### config.mk
export PLATFORM = sky130hd
export DESIGN_NAME = fb_pixel_writer
export DESIGN_NICKNAME = d
export VERILOG_FILES = /design/src/rtl/fb_pixel_writer.sv
export SDC_FILE = /design/constraint.sdc
export NUM_CORES = 1
export LEC_CHECK = 0
export CAP_MARGIN = 0
export CELL_PAD_IN_SITES_DETAIL_PLACEMENT = 0
export CELL_PAD_IN_SITES_GLOBAL_PLACEMENT = 1
export CORE_MARGIN = 4
export CORE_UTILIZATION = 45
export CTS_CLUSTER_DIAMETER = 80
export DETAILED_ROUTE_END_ITERATION = 7
export HOLD_SLACK_MARGIN = 0.12
export PLACE_DENSITY_LB_ADDON = 0.1
export SLEW_MARGIN = 20
export SYNTH_ARGS = -nofsm -noshare
export SYNTH_HDL_FRONTEND = slang
export SYNTH_SLANG_ARGS = --single-unit
### constraint.sdc
create_clock -name clk_i -period 3.1 [get_ports clk_i]
set_input_delay 0.31 -clock clk_i [delete_from_list [all_inputs] [get_ports clk_i]]
set_output_delay 0.31 -clock clk_i [all_outputs]
set_load 0.02 [all_outputs]
### src/rtl/fb_pixel_writer.sv
`default_nettype none
// +--------------------------------------------------------------------------+
// | fb_pixel_writer : buffers TIA pixel strobes in a FIFO and drains them to |
// | the framebuffer over a req/ack write port.        Revision: 1.0          |
// +--------------------------------------------------------------------------+
module fb_pixel_writer #(
  parameter int DATA_WIDTH = 16,
  parameter int ADDR_WIDTH = 17,
  parameter int FIFO_DEPTH = 16,
  parameter int FB_PIXELS  = 76800
) (
  input  logic                          clk_i,
  input  logic                          rst_i,
  input  logic                          pix_wr_i,
  input  logic [DATA_WIDTH-1:0]         pix_dat_i,
  input  logic [ADDR_WIDTH-1:0]         pix_adr_i,
  output logic                          mem_req_o,
  output logic [ADDR_WIDTH-1:0]         mem_adr_o,
  output logic [DATA_WIDTH-1:0]         mem_dat_o,
  input  logic                          mem_ack_i,
  output logic [$clog2(FIFO_DEPTH):0]   fifo_level_o,
  output logic                          overflow_o,
  output logic [15:0]                   drop_cnt_o,
  output logic                          frame_done_o,
  input  logic                          clr_stat_i
);

  localparam int PTR_W = $clog2(FIFO_DEPTH);
  localparam int LVL_W = PTR_W + 1;
  localparam int ENT_W = ADDR_WIDTH + DATA_WIDTH;
  localparam logic [ADDR_WIDTH:0]   FB_LIMIT = (ADDR_WIDTH+1)'(FB_PIXELS);
  localparam logic [ADDR_WIDTH-1:0] LAST_ADR = ADDR_WIDTH'(FB_PIXELS - 1);
  localparam logic [LVL_W-1:0]      LVL_FULL = LVL_W'(FIFO_DEPTH);
  localparam logic [LVL_W-1:0]      LVL_ONE  = LVL_W'(1);
  localparam logic [PTR_W-1:0]      PTR_ONE  = PTR_W'(1);

  typedef enum logic [0:0] {
    ST_IDLE = 1'b0,
    ST_BUSY = 1'b1
  } state_t;

  state_t                  state_q, state_d;
  logic [ENT_W-1:0]        fifo_q [FIFO_DEPTH];
  logic [PTR_W-1:0]        wr_ptr_q, rd_ptr_q;
  logic [LVL_W-1:0]        level_q, level_d;
  logic [ADDR_WIDTH-1:0]   adr_q;
  logic [DATA_WIDTH-1:0]   dat_q;
  logic                    overflow_q;
  logic [15:0]             drop_cnt_q;
  logic                    frame_done_q;

  logic                    in_range, full, empty, push, drop, pop;
  logic [ADDR_WIDTH-1:0]   head_adr;
  logic [DATA_WIDTH-1:0]   head_dat;

  assign in_range = ({1'b0, pix_adr_i} < FB_LIMIT);
  assign full     = (level_q == LVL_FULL);
  assign empty    = (level_q == '0);
  // Fullness is judged on the pre-edge level, so a same-edge pop cannot rescue a pixel.
  assign push     = pix_wr_i && in_range && !full;
  assign drop     = pix_wr_i && in_range && full;
  assign {head_adr, head_dat} = fifo_q[rd_ptr_q];

  always_comb begin
    state_d = state_q;
    pop     = 1'b0;
    case (state_q)
      ST_IDLE: begin
        if (!empty) begin
          pop     = 1'b1;
          state_d = ST_BUSY;
        end
      end
      ST_BUSY: begin
        if (mem_ack_i) begin
          if (!empty) pop     = 1'b1;
          else        state_d = ST_IDLE;
        end
      end
      default: state_d = ST_IDLE;
    endcase
  end

  always_comb begin
    level_d = level_q;
    case ({push, pop})
      2'b10:   level_d = level_q + LVL_ONE;
      2'b01:   level_d = level_q - LVL_ONE;
      default: level_d = level_q;
    endcase
  end

  always_ff @(posedge clk_i) begin
    if (push) fifo_q[wr_ptr_q] <= {pix_adr_i, pix_dat_i};
  end

  always_ff @(posedge clk_i or posedge rst_i) begin
    if (rst_i) begin
      state_q      <= ST_IDLE;
      wr_ptr_q     <= '0;
      rd_ptr_q     <= '0;
      level_q      <= '0;
      adr_q        <= '0;
      dat_q        <= '0;
      frame_done_q <= 1'b0;
    end else begin
      state_q      <= state_d;
      level_q      <= level_d;
      frame_done_q <= (state_q == ST_BUSY) && mem_ack_i && (adr_q == LAST_ADR);
      if (push) wr_ptr_q <= wr_ptr_q + PTR_ONE;
      if (pop) begin
        rd_ptr_q <= rd_ptr_q + PTR_ONE;
        adr_q    <= head_adr;
        dat_q    <= head_dat;
      end
    end
  end

  // A drop on the same edge as a clear restarts the count at one.
  always_ff @(posedge clk_i or posedge rst_i) begin
    if (rst_i) begin
      overflow_q <= 1'b0;
      drop_cnt_q <= '0;
    end else if (drop) begin
      overflow_q <= 1'b1;
      if (clr_stat_i)                drop_cnt_q <= 16'd1;
      else if (drop_cnt_q != 16'hFFFF) drop_cnt_q <= drop_cnt_q + 16'd1;
    end else if (clr_stat_i) begin
      overflow_q <= 1'b0;
      drop_cnt_q <= '0;
    end
  end

  assign mem_req_o    = (state_q == ST_BUSY);
  assign mem_adr_o    = adr_q;
  assign mem_dat_o    = dat_q;
  assign fifo_level_o = level_q;
  assign overflow_o   = overflow_q;
  assign drop_cnt_o   = drop_cnt_q;
  assign frame_done_o = frame_done_q;

endmodule
`default_nettype wire
* Yosys cells after proc, flatten, opt, wreduce, memory -nomap -nowiden
Memories as Yosys holds them, arrays and structs flattened. A register that Yosys moved wholly into a read port is not among the register bits.
Index checks and enable logic that the tools add are counted.
Widths: inputs -> output; s select.
** Storage, ports and cells
- Register bits after elaboration :: 32
- RAM bits :: 528
- Output and inout bits :: 57
- Memories kept :: 1
** Cells by class
- $add $sub $neg :: 5
- Order comparisons :: 1
- Eq/ne operators :: 5
- Multiplexer cells :: 14
- Bitwise logic cells :: 1
- Reductions and logical operators :: 11
** Memories
- fifo_q :: depth 16, bits a word 33, read ports 1, clocked after Yosys merged registers in 1, write ports 1, line 43 : logic [ENT_W-1:0] fifo_q [FIFO_DEPTH];
** Operators with widths (number)
- $mux 16 :: 4
- $eq 17x17->1 const B :: 1
- $lt 17x17->1 const B :: 1
- $add 16x1->16 const B :: 1
- $ne 16x16->1 const B :: 1
- $pmux 5 s2 :: 1
- $add 4x1->4 const B :: 2
- $mux 1 :: 7
- $reduce_bool 2->1 :: 3
- $add 5x1->5 const B :: 1
- $eq 5x5->1 const B :: 1
- $logic_and 1x1->1 :: 5
- $logic_not 5->1 :: 1
- $sub 5x1->5 const B :: 1
- $pmux 1 s2 :: 2
- $eq 2x1->1 const B :: 1
- $eq 2x2->1 const B :: 1
- $reduce_and 2->1 :: 1
- $logic_not 1->1 :: 1
- $not 1->1 :: 1

* Logic depth before layout (Yosys ltp)
Gate-level depths: netlist of the first run.
- Depth after elaboration :: 6
- Mapped depth :: 13
- Depth with buffers taken out :: 11

* Worst setup path after synthesis of the first run
Ideal clock, no wire load.
- Kind :: flip-flop to flip-flop
- Start :: register level_q[1] (netlist: fifo_level_o[1])
- End :: register level_q[4] (netlist: fifo_level_o[4])
- Library setup time :: 0.124 ns
- Arrival time :: 2.905 ns
- Data required time :: 2.976 ns
- Slack :: 0.071 ns
- Cell stages (with the launch flop) :: 14
- Path buffers :: 4
- Clock period less this slack :: 3.029 ns
- Path through :: dfrtp_1 > buf_6 > or4_1 > o21a_1 > buf_2 > clkbuf_1 > ha_1 > clkbuf_1 > xor2_1 > ha_1 > o21a_1 > o21ai_0 > a21oi_1 > xnor2_1
** Between the ends
- Cells in the longest elaborated chain, start to end :: 6
** RTL lines
- start, declared :: line 45 : logic [LVL_W-1:0] level_q, level_d;
- start signal, assigned :: line 108 : level_q <= level_d;
- $logic_not 5->1 * :: line 58 : assign empty = (level_q == '0);
- $mux 1 * :: line 69, 76
- $mux 1 :: line 75 : if (mem_ack_i) begin
- $pmux 1 s2 * :: line 67 : case (state_q)
- via pop :: line 52 : logic in_range, full, empty, push, drop, pop;
- $eq 2x1->1 / $eq 2x2->1 (equally long branches) :: line 86 : case ({push, pop})
- $pmux 5 s2 / $reduce_bool 2->1 (equally long branches)
Mark *: on every way through the listed nets, which the timed path passes. The rest lies on a longest branch.
A chain may end at the register's enable or synchronous reset.

* Worst setup path in the final report of the first run
- Start :: register level_q[0] (netlist: fifo_level_o[0])
- End :: register level_q[4] (netlist: fifo_level_o[4])
** Between the ends
- Cells in the longest elaborated chain, start to end :: 6
** RTL lines (line)
- $logic_not 5->1 :: 58
- $mux 1 :: 69, 76
- $mux 1 :: 75
- $pmux 1 s2 :: 67
- $eq 2x1->1 / $eq 2x2->1 (equally long branches) :: 86
- $pmux 5 s2 / $reduce_bool 2->1 (equally long branches)
Parallel ways exist; a longest one is shown, timed or not.

==> results of run 1 <==
[path summary, 6_finish.rpt]
| check | start | end | slack (ns) |
|---|---|---|---|
| min in group clk_i | mem_ack_i | mem_req_o$_DFF_PP0_ | 0.42 |
| setup reg to reg | fifo_level_o[0]$_DFFE_PP0P_ | fifo_level_o[4]$_DFFE_PP0P_ | 0.50 |
| hold / removal | rst_i | mem_adr_o[9]$_DFFE_PP0P_ | 0.16 |
| hold reg to reg | mem_adr_o[10]$_DFFE_PP0P_ | frame_done_o$_DFF_PP0_ | 0.47 |
| setup / recovery | fifo_level_o[0]$_DFFE_PP0P_ | fifo_level_o[4]$_DFFE_PP0P_ | 0.50 |
| max in group asynchronous | rst_i | mem_adr_o[5]$_DFFE_PP0P_ | 2.14 |
[cell type report]
cell class                 count  area [um2]  share of cell area
sequential                   593       17500               0.639
multi-input combinational    429        5100               0.186
timing repair buffer         169        1940              0.0709
clock buffer                  88        1750              0.0639
tap                          672         841              0.0307
clock inverter                25         239             0.00873
inverter                       6        23.8            0.000868
[cell families (layout without fill, tap and decap cells)]
group | Yosys count | count (layout) | share of synthesized area
buffers and inverters | 67 | 288 | 0.0130
AOI/OAI and AO/OA | 135 | 135 | 0.0352
DFF | 593 | 593 | 0.765
and+or+nand+nor | 98 | 98 | 0.0264
muxes | 169 | 169 | 0.148
xor gates and xnor gates | 17 | 17 | 0.00652
adders and majority gates | 10 | 10 | 0.00548
[cell usage after synthesis, types with 3 or more instances]
master	n	area (um2)
xnor2_1	11	96.3
or3_1	3	18.8
clkbuf_1	28	105
and4_1	6	52.6
nand3_1	9	45.0
nand2_1	14	52.6
or4_1	4	30.0
nand2b_1	5	31.3
o22ai_1	67	419
and2_1	13	81.3
buf_1	9	33.8
mux2_2	35	394
nor2_1	12	45.0
nor3b_1	3	22.5
nor4_1	3	18.8
mux4_2	132	2970
a21oi_1	43	215
edfxtp_1	528	15900
buf_2	20	100
dfrtp_1	65	1630
inv_1	6	22.5
xor2_1	6	52.6
o21ai_0	10	50.1
nor3_1	4	20.0
ha_1	10	125
nand4_1	10	62.6
[per-stage QoR]
| step | instances | util | setup slack [ns] | total power, uW | hold WS (ns) |
|---|---|---|---|---|---|
| final | 1982 | 0.546 | 0.502 | 23800 | 0.156 |
| after global routing | 1982 | 0.546 | 0.332 | 25000 | 0.199 |
| after detailed placement | 1869 | 0.506 | 0.141 | 17000 | 0.469 |
| after CTS | 1982 | 0.546 | 0.482 | 24200 | 0.163 |
| after global placement | 1869 | 0.506 | 0.224 | 17000 | 0.468 |
| after floorplan | 1089 | - | 0.0710 | 14300 | 0.373 |
[critical path, stage by stage (launching register included)]
cell	delay, ns
dfrtp_1	0.41
or4_1	0.57
o21a_4	0.24
ha_1	0.29
xor2_1	0.18
ha_1	0.23
o21a_1	0.17
o21ai_0	0.15
a21oi_1	0.10
xnor2_1	0.13
[layer usage]
layer	vias up	wire length, um	track usage	share of wire
met1	5925	22200	0.269	0.43
li1	4907	-	-	-
met5	-	0	0	0
met2	247	25900	0.324	0.50
met3	62	2450	0.0341	0.048
met4	0	791	0.0381	0.015
[power by group through the flow]
| stage | Sequential, uW | Combinational, uW | Clock, uW |
|---|---|---|---|
| global route | 10200 | 7060 | 7710 |
| CTS | 10100 | 6730 | 7360 |
| global placement | 10200 | 6710 | 0 |
| detailed placement | 10300 | 6710 | 0 |
| finish | 10100 | 6570 | 7190 |
| floorplan | 10100 | 4190 | 0 |
[state kept, by name, indices dropped and copies added (netlist names)]
name          cells
mem_req_o         1
mem_dat_o        16
fifo_q          528
rd_ptr_q          4
overflow_o        1
wr_ptr_q          4
frame_done_o      1
drop_cnt_o       16
fifo_level_o      5
mem_adr_o        17
==> results.ini, run 1 <==
[power]
internal_power_uw = 17000
powerDensity_nw_per_um2 = 871
ir_drop_mv = 0.519
p_clk_frac = 0.302
p_leak_uw = 0.00886
power_frac_comb = 0.276
swShare = 0.288
power_frac_seq = 0.423
switchingPower_uw = 6880

[yosys]
ys_ff_latch = 593
netlist_instances = 1089
synthFlopType = edfxtp_1
synth_seq_area_share = 0.765
synth_area_per_cell_um2 = 21.0
ys.warnings.count = 0
ys_types = 52
netlist_area_um2 = 22800
synth-async-reset-ratio = 0.110
synth_edf_count = 528
syn_nets = 1137

[clock_network]
post_cts_buffers = 0
root_buffer = clkbuf_16
clock-sinks = 593
ctsHoldBuffers = 0
clk_pin_slew_worst_paths_ns = 0.06
cts_resized = 0
h-tree-depth = 2
cts.path.max_buffers = 3
cts_tree = done
clk_latency_ns = 0.61
cts_buffers = 60

[global_route]
grt_max_degree = 71
first_global_vias = 11638
grt_overflow = 0
grt_pass1_wl_mm = 76.9
antenna_found_initial = 1
track_usage = 0.193

[worst_setup_path]
critPathMaxFanout = 8
startpoint_type = register
critPathKind = reg -> reg
cp-end-kind = register
required_ns = 3.58
crit_arrival_ns = 3.08
rr_worst_depth = 9

[finish]
final_nets = 1307
area_growth_pct = 19.9
fin_area_um2 = 27400
drive_gt1_frac = 0.278
final_common_cell = edfxtp_1
fillers = 3851
layout_common_cells = edfxtp_1 (528), mux4_2 (132), clkdlybuf4s50_1 (94)
n_antenna_cell = 0

[route]
vias = 11141
viasPerCell = 5.62
ant_nets = 0
firstDrtPassIters = 5
drc = 0
wl_mm = 51.3
dr.first_iter.drc_count = 814
wire_per_inst_um = 25.9

[floorplanning]
start_util = 0.455
fp.dieW_um = 233
coreArea_um2 = 50200
dieArea_um2 = 54400
rows = 82
io_pins = 95
die_y_um = 233

[placed_design]
place_area_um2 = 25400
gp_congestion = 0.753
hpwl_mm = 32.0
portBuffers = 94

[timing]
worstMarginPinSlew_ns = 0.918
slew-limit-headroom = 0.388
slew_viol_final = 0
finalSetupTns_ns = 0
fmax_mhz = 385
finalSetupViolations = 0
finClkSkew_ns = 0.0133
fin_crit_sh = 0.838
period_needed_ns = 2.60
hold_violations = 0
grt_setup_unrepaired = false

[hold_path]
min_path_type = in -> async

[flow_run]
drv_cap = 0

[status]
status = finished, final reports clean

Note: power is estimated with default switching activity, not from simulation.
==> run 2: changes to the inputs <==
Clock period 3.1 ns to 2.3 ns, I/O delays scaled along.
==> results.ini, run 2 (synthesized netlist as in run 1, its figures left out) <==
[status]
status = finished with violations
violations = setup timing

[route]
firstDrtPassIters = 4  ; -1
vias = 11289  ; +1.3%
wire_per_inst_um = 25.9  ; about the same
drc = 0  ; unchanged
ant_nets = 0  ; unchanged
wl_mm = 52.0  ; +1.3%
dr.first_iter.drc_count = 689  ; -15%
viasPerCell = 5.62  ; about the same

[worst_setup_path]
slowest_stage = or4_4
path_depth = 9  ; unchanged
crit_arrival_ns = 2.83  ; -0.25 ns
startpoint_type = register
slowest_delay_ns = 0.55  ; -0.02 ns
required_ns = 2.79  ; -0.79 ns
cp-end-kind = register
cp_cell_sequence = or4_4 > o21a_4 > ha_4 > xor2_1 > ha_2 > o21a_1 > o21ai_1 > a21oi_1 > xnor2_1
crit_buf_inv = 0  ; unchanged
critPathMaxFanout = 4  ; -4
rr_worst_depth = 9  ; unchanged
critPathTopFamily = compound AO/OA/AOI/OAI gates
critPathKind = reg -> reg

[timing]
worst_slack_ns = -0.0366  ; -0.538 ns
slew-limit-headroom = 0.414  ; +0.0256
timing.hold.ws_ns = 0.360  ; +0.204 ns
fmax_mhz = 428  ; +11%
finalSetupViolations = 2  ; +2
hold_violations = 0  ; unchanged
finClkSkew_ns = 0.0229  ; +0.00963 ns
grt_setup_unrepaired = true
slew_viol_final = 0  ; unchanged
fin_crit_sh = 1.02  ; +0.178
worstMarginPinSlew_ns = 0.880  ; -0.0384 ns
period_needed_ns = 2.34  ; -0.262 ns

[placed_design]
place_area_um2 = 25700  ; +1.1%
gp_congestion = 0.770  ; +2.4%
hpwl_mm = 31.3  ; -2.1%
portBuffers = 94  ; unchanged

[global_route]
grt_overflow = 0  ; unchanged
first_global_vias = 11781  ; +1.2%
track_usage = 0.194  ; +0.00112
grt_pass1_wl_mm = 77.4  ; +0.66%
grt_max_degree = 66  ; -7.0%
antenna_found_initial = 0  ; -1

[finish]
largest-register = fifo_q
final_common_cell = edfxtp_1
drive_gt1_frac = 0.297  ; +0.0191
largest_reg_flops = 528  ; unchanged
layout_common_cells = edfxtp_1 (528), mux4_2 (132), clkdlybuf4s50_1 (94)
fin_area_um2 = 27700  ; +1.3%
n_antenna_cell = 0  ; unchanged
final_nets = 1335  ; +2.1%
fillers = 3843  ; -0.21%
area_growth_pct = 21.4

[clock_network]
h-tree-depth = 2  ; unchanged
root_buffer = clkbuf_16
cts.path.max_buffers = 3  ; unchanged
cts_buffers = 60  ; unchanged
cts_tree = done
clock-sinks = 593  ; unchanged
clk_latency_ns = 0.62  ; about the same
clk_pin_slew_worst_paths_ns = 0.06  ; about the same
post_cts_buffers = 0  ; unchanged

[floorplanning]
die_y_um = 233  ; unchanged
rows = 82  ; unchanged
start_util = 0.455  ; unchanged
fp.dieW_um = 233  ; unchanged
io_pins = 95  ; unchanged
dieArea_um2 = 54400  ; unchanged
coreArea_um2 = 50200  ; unchanged

[hold_path]
min_path_cells = 3
min_path_type = in -> reg

[power]
p_leak_uw = 0.00902  ; +1.8%
ir_drop_mv = 0.605  ; +17%
powerDensity_nw_per_um2 = 1180  ; +35%

[flow_run]
drv_cap = 0  ; unchanged

run 2: cell count changes in the layout (fill, tap and decap cells not counted), moves of 2 or more:
cell | before | now
and2_2 | 12 | 5
clkinv_2 | 12 | 8
and2_4 | 0 | 7
ha_4 | 0 | 3
clkbuf_1 | 16 | 21
ha_1 | 10 | 6
clkinv_4 | 2 | 0
clkinv_1 | 6 | 4
buf_4 | 40 | 63
dfrtp_1 | 62 | 60
clkbuf_16 | 62 | 60
bufinv_16 | 4 | 7
buf_12 | 35 | 39
run 2: layout make-up:
| cell class | instances | area [um2] | share of cell area |
|---|---|---|---|
| clock buffers | 91 | 1720 | 0.0619 |
| flip-flops and latches | 593 | 17500 | 0.631 |
| clock inverters | 21 | 293 | 0.0106 |
| well taps | 672 | 841 | 0.0303 |
| multi-input cells | 429 | 5160 | 0.186 |
| repair buffers | 197 | 2200 | 0.0795 |
| inverters | 6 | 23.8 | 0.000857 |
run 2: worst paths after layout:
kind / from / slack (ns) / endpoint
max in group asynchronous: rst_i / 1.30 / rd_ptr_q[1]$_DFFE_PP0P_
hold reg to reg: mem_adr_o[10]$_DFFE_PP0P_ / 0.46 / frame_done_o$_DFF_PP0_
min in group asynchronous: rst_i / 0.59 / mem_adr_o[8]$_DFFE_PP0P_
setup / recovery: fifo_level_o[1]$_DFFE_PP0P_ / -0.04 / fifo_level_o[4]$_DFFE_PP0P_
hold / removal: mem_ack_i / 0.36 / mem_req_o$_DFF_PP0_
setup reg to reg: fifo_level_o[1]$_DFFE_PP0P_ / -0.04 / fifo_level_o[4]$_DFFE_PP0P_
run 2: metrics by stage:
step                total power [uW]  std cells   util  TNS (ns)  worst slack (ns)
global placement               23100       1896  0.512   -100.17            -0.327
global route                   34100       2009  0.553    -0.220            -0.101
finish                         32600       2009  0.553   -0.0426           -0.0366
floorplan                      19400       1089      -     -6.32            -0.470
detailed placement             23100       1896  0.512   -152.49            -0.416
CTS                            33000       2009  0.552   -0.0486           -0.0357
run 2: what timing repair did:
item / 4_1_cts / 5_1_grt
hold buffers: 1 / 0
endpoints found under the setup margin: 2 / 149
pin swaps: 2 / 1
resized for setup: 0 / 4
endpoints found under the hold margin: 65 / 0
run 2: worst register-to-register path, delay by kind of cell, from the launching register on:
kind                     cells  cell delay (ns)
adder cells (fa/ha/maj)      2             0.37
flip-flops                   1             0.43
AO/OA/AOI/OAI                4             0.60
XOR/XNOR                     2             0.26
AND/OR/NAND/NOR              1             0.55
run 2: per-layer routing:
metal | share of wire | track usage
met4 | 0.018 | 0.0420
met3 | 0.050 | 0.0368
met2 | 0.49 | 0.318
met1 | 0.44 | 0.274
met5 | 0 | 0
run 2: power breakdown:
| group | internal (uW) | total, uW | switching (uW) |
|---|---|---|---|
| Clock | 5910 | 9860 | 3950 |
| Combinational | 4730 | 9430 | 4690 |
| Sequential | 12700 | 13300 | 597 |
| Total | 23400 | 32600 | 9240 |
==> run 3: changes to the inputs <==
Settings changed: CAP_MARGIN 0 to 10, CTS_CLUSTER_DIAMETER 80 to 150.
==> results of run 3 <==
Same layout as run 2: the final DEF is identical, and so are final timing and power.
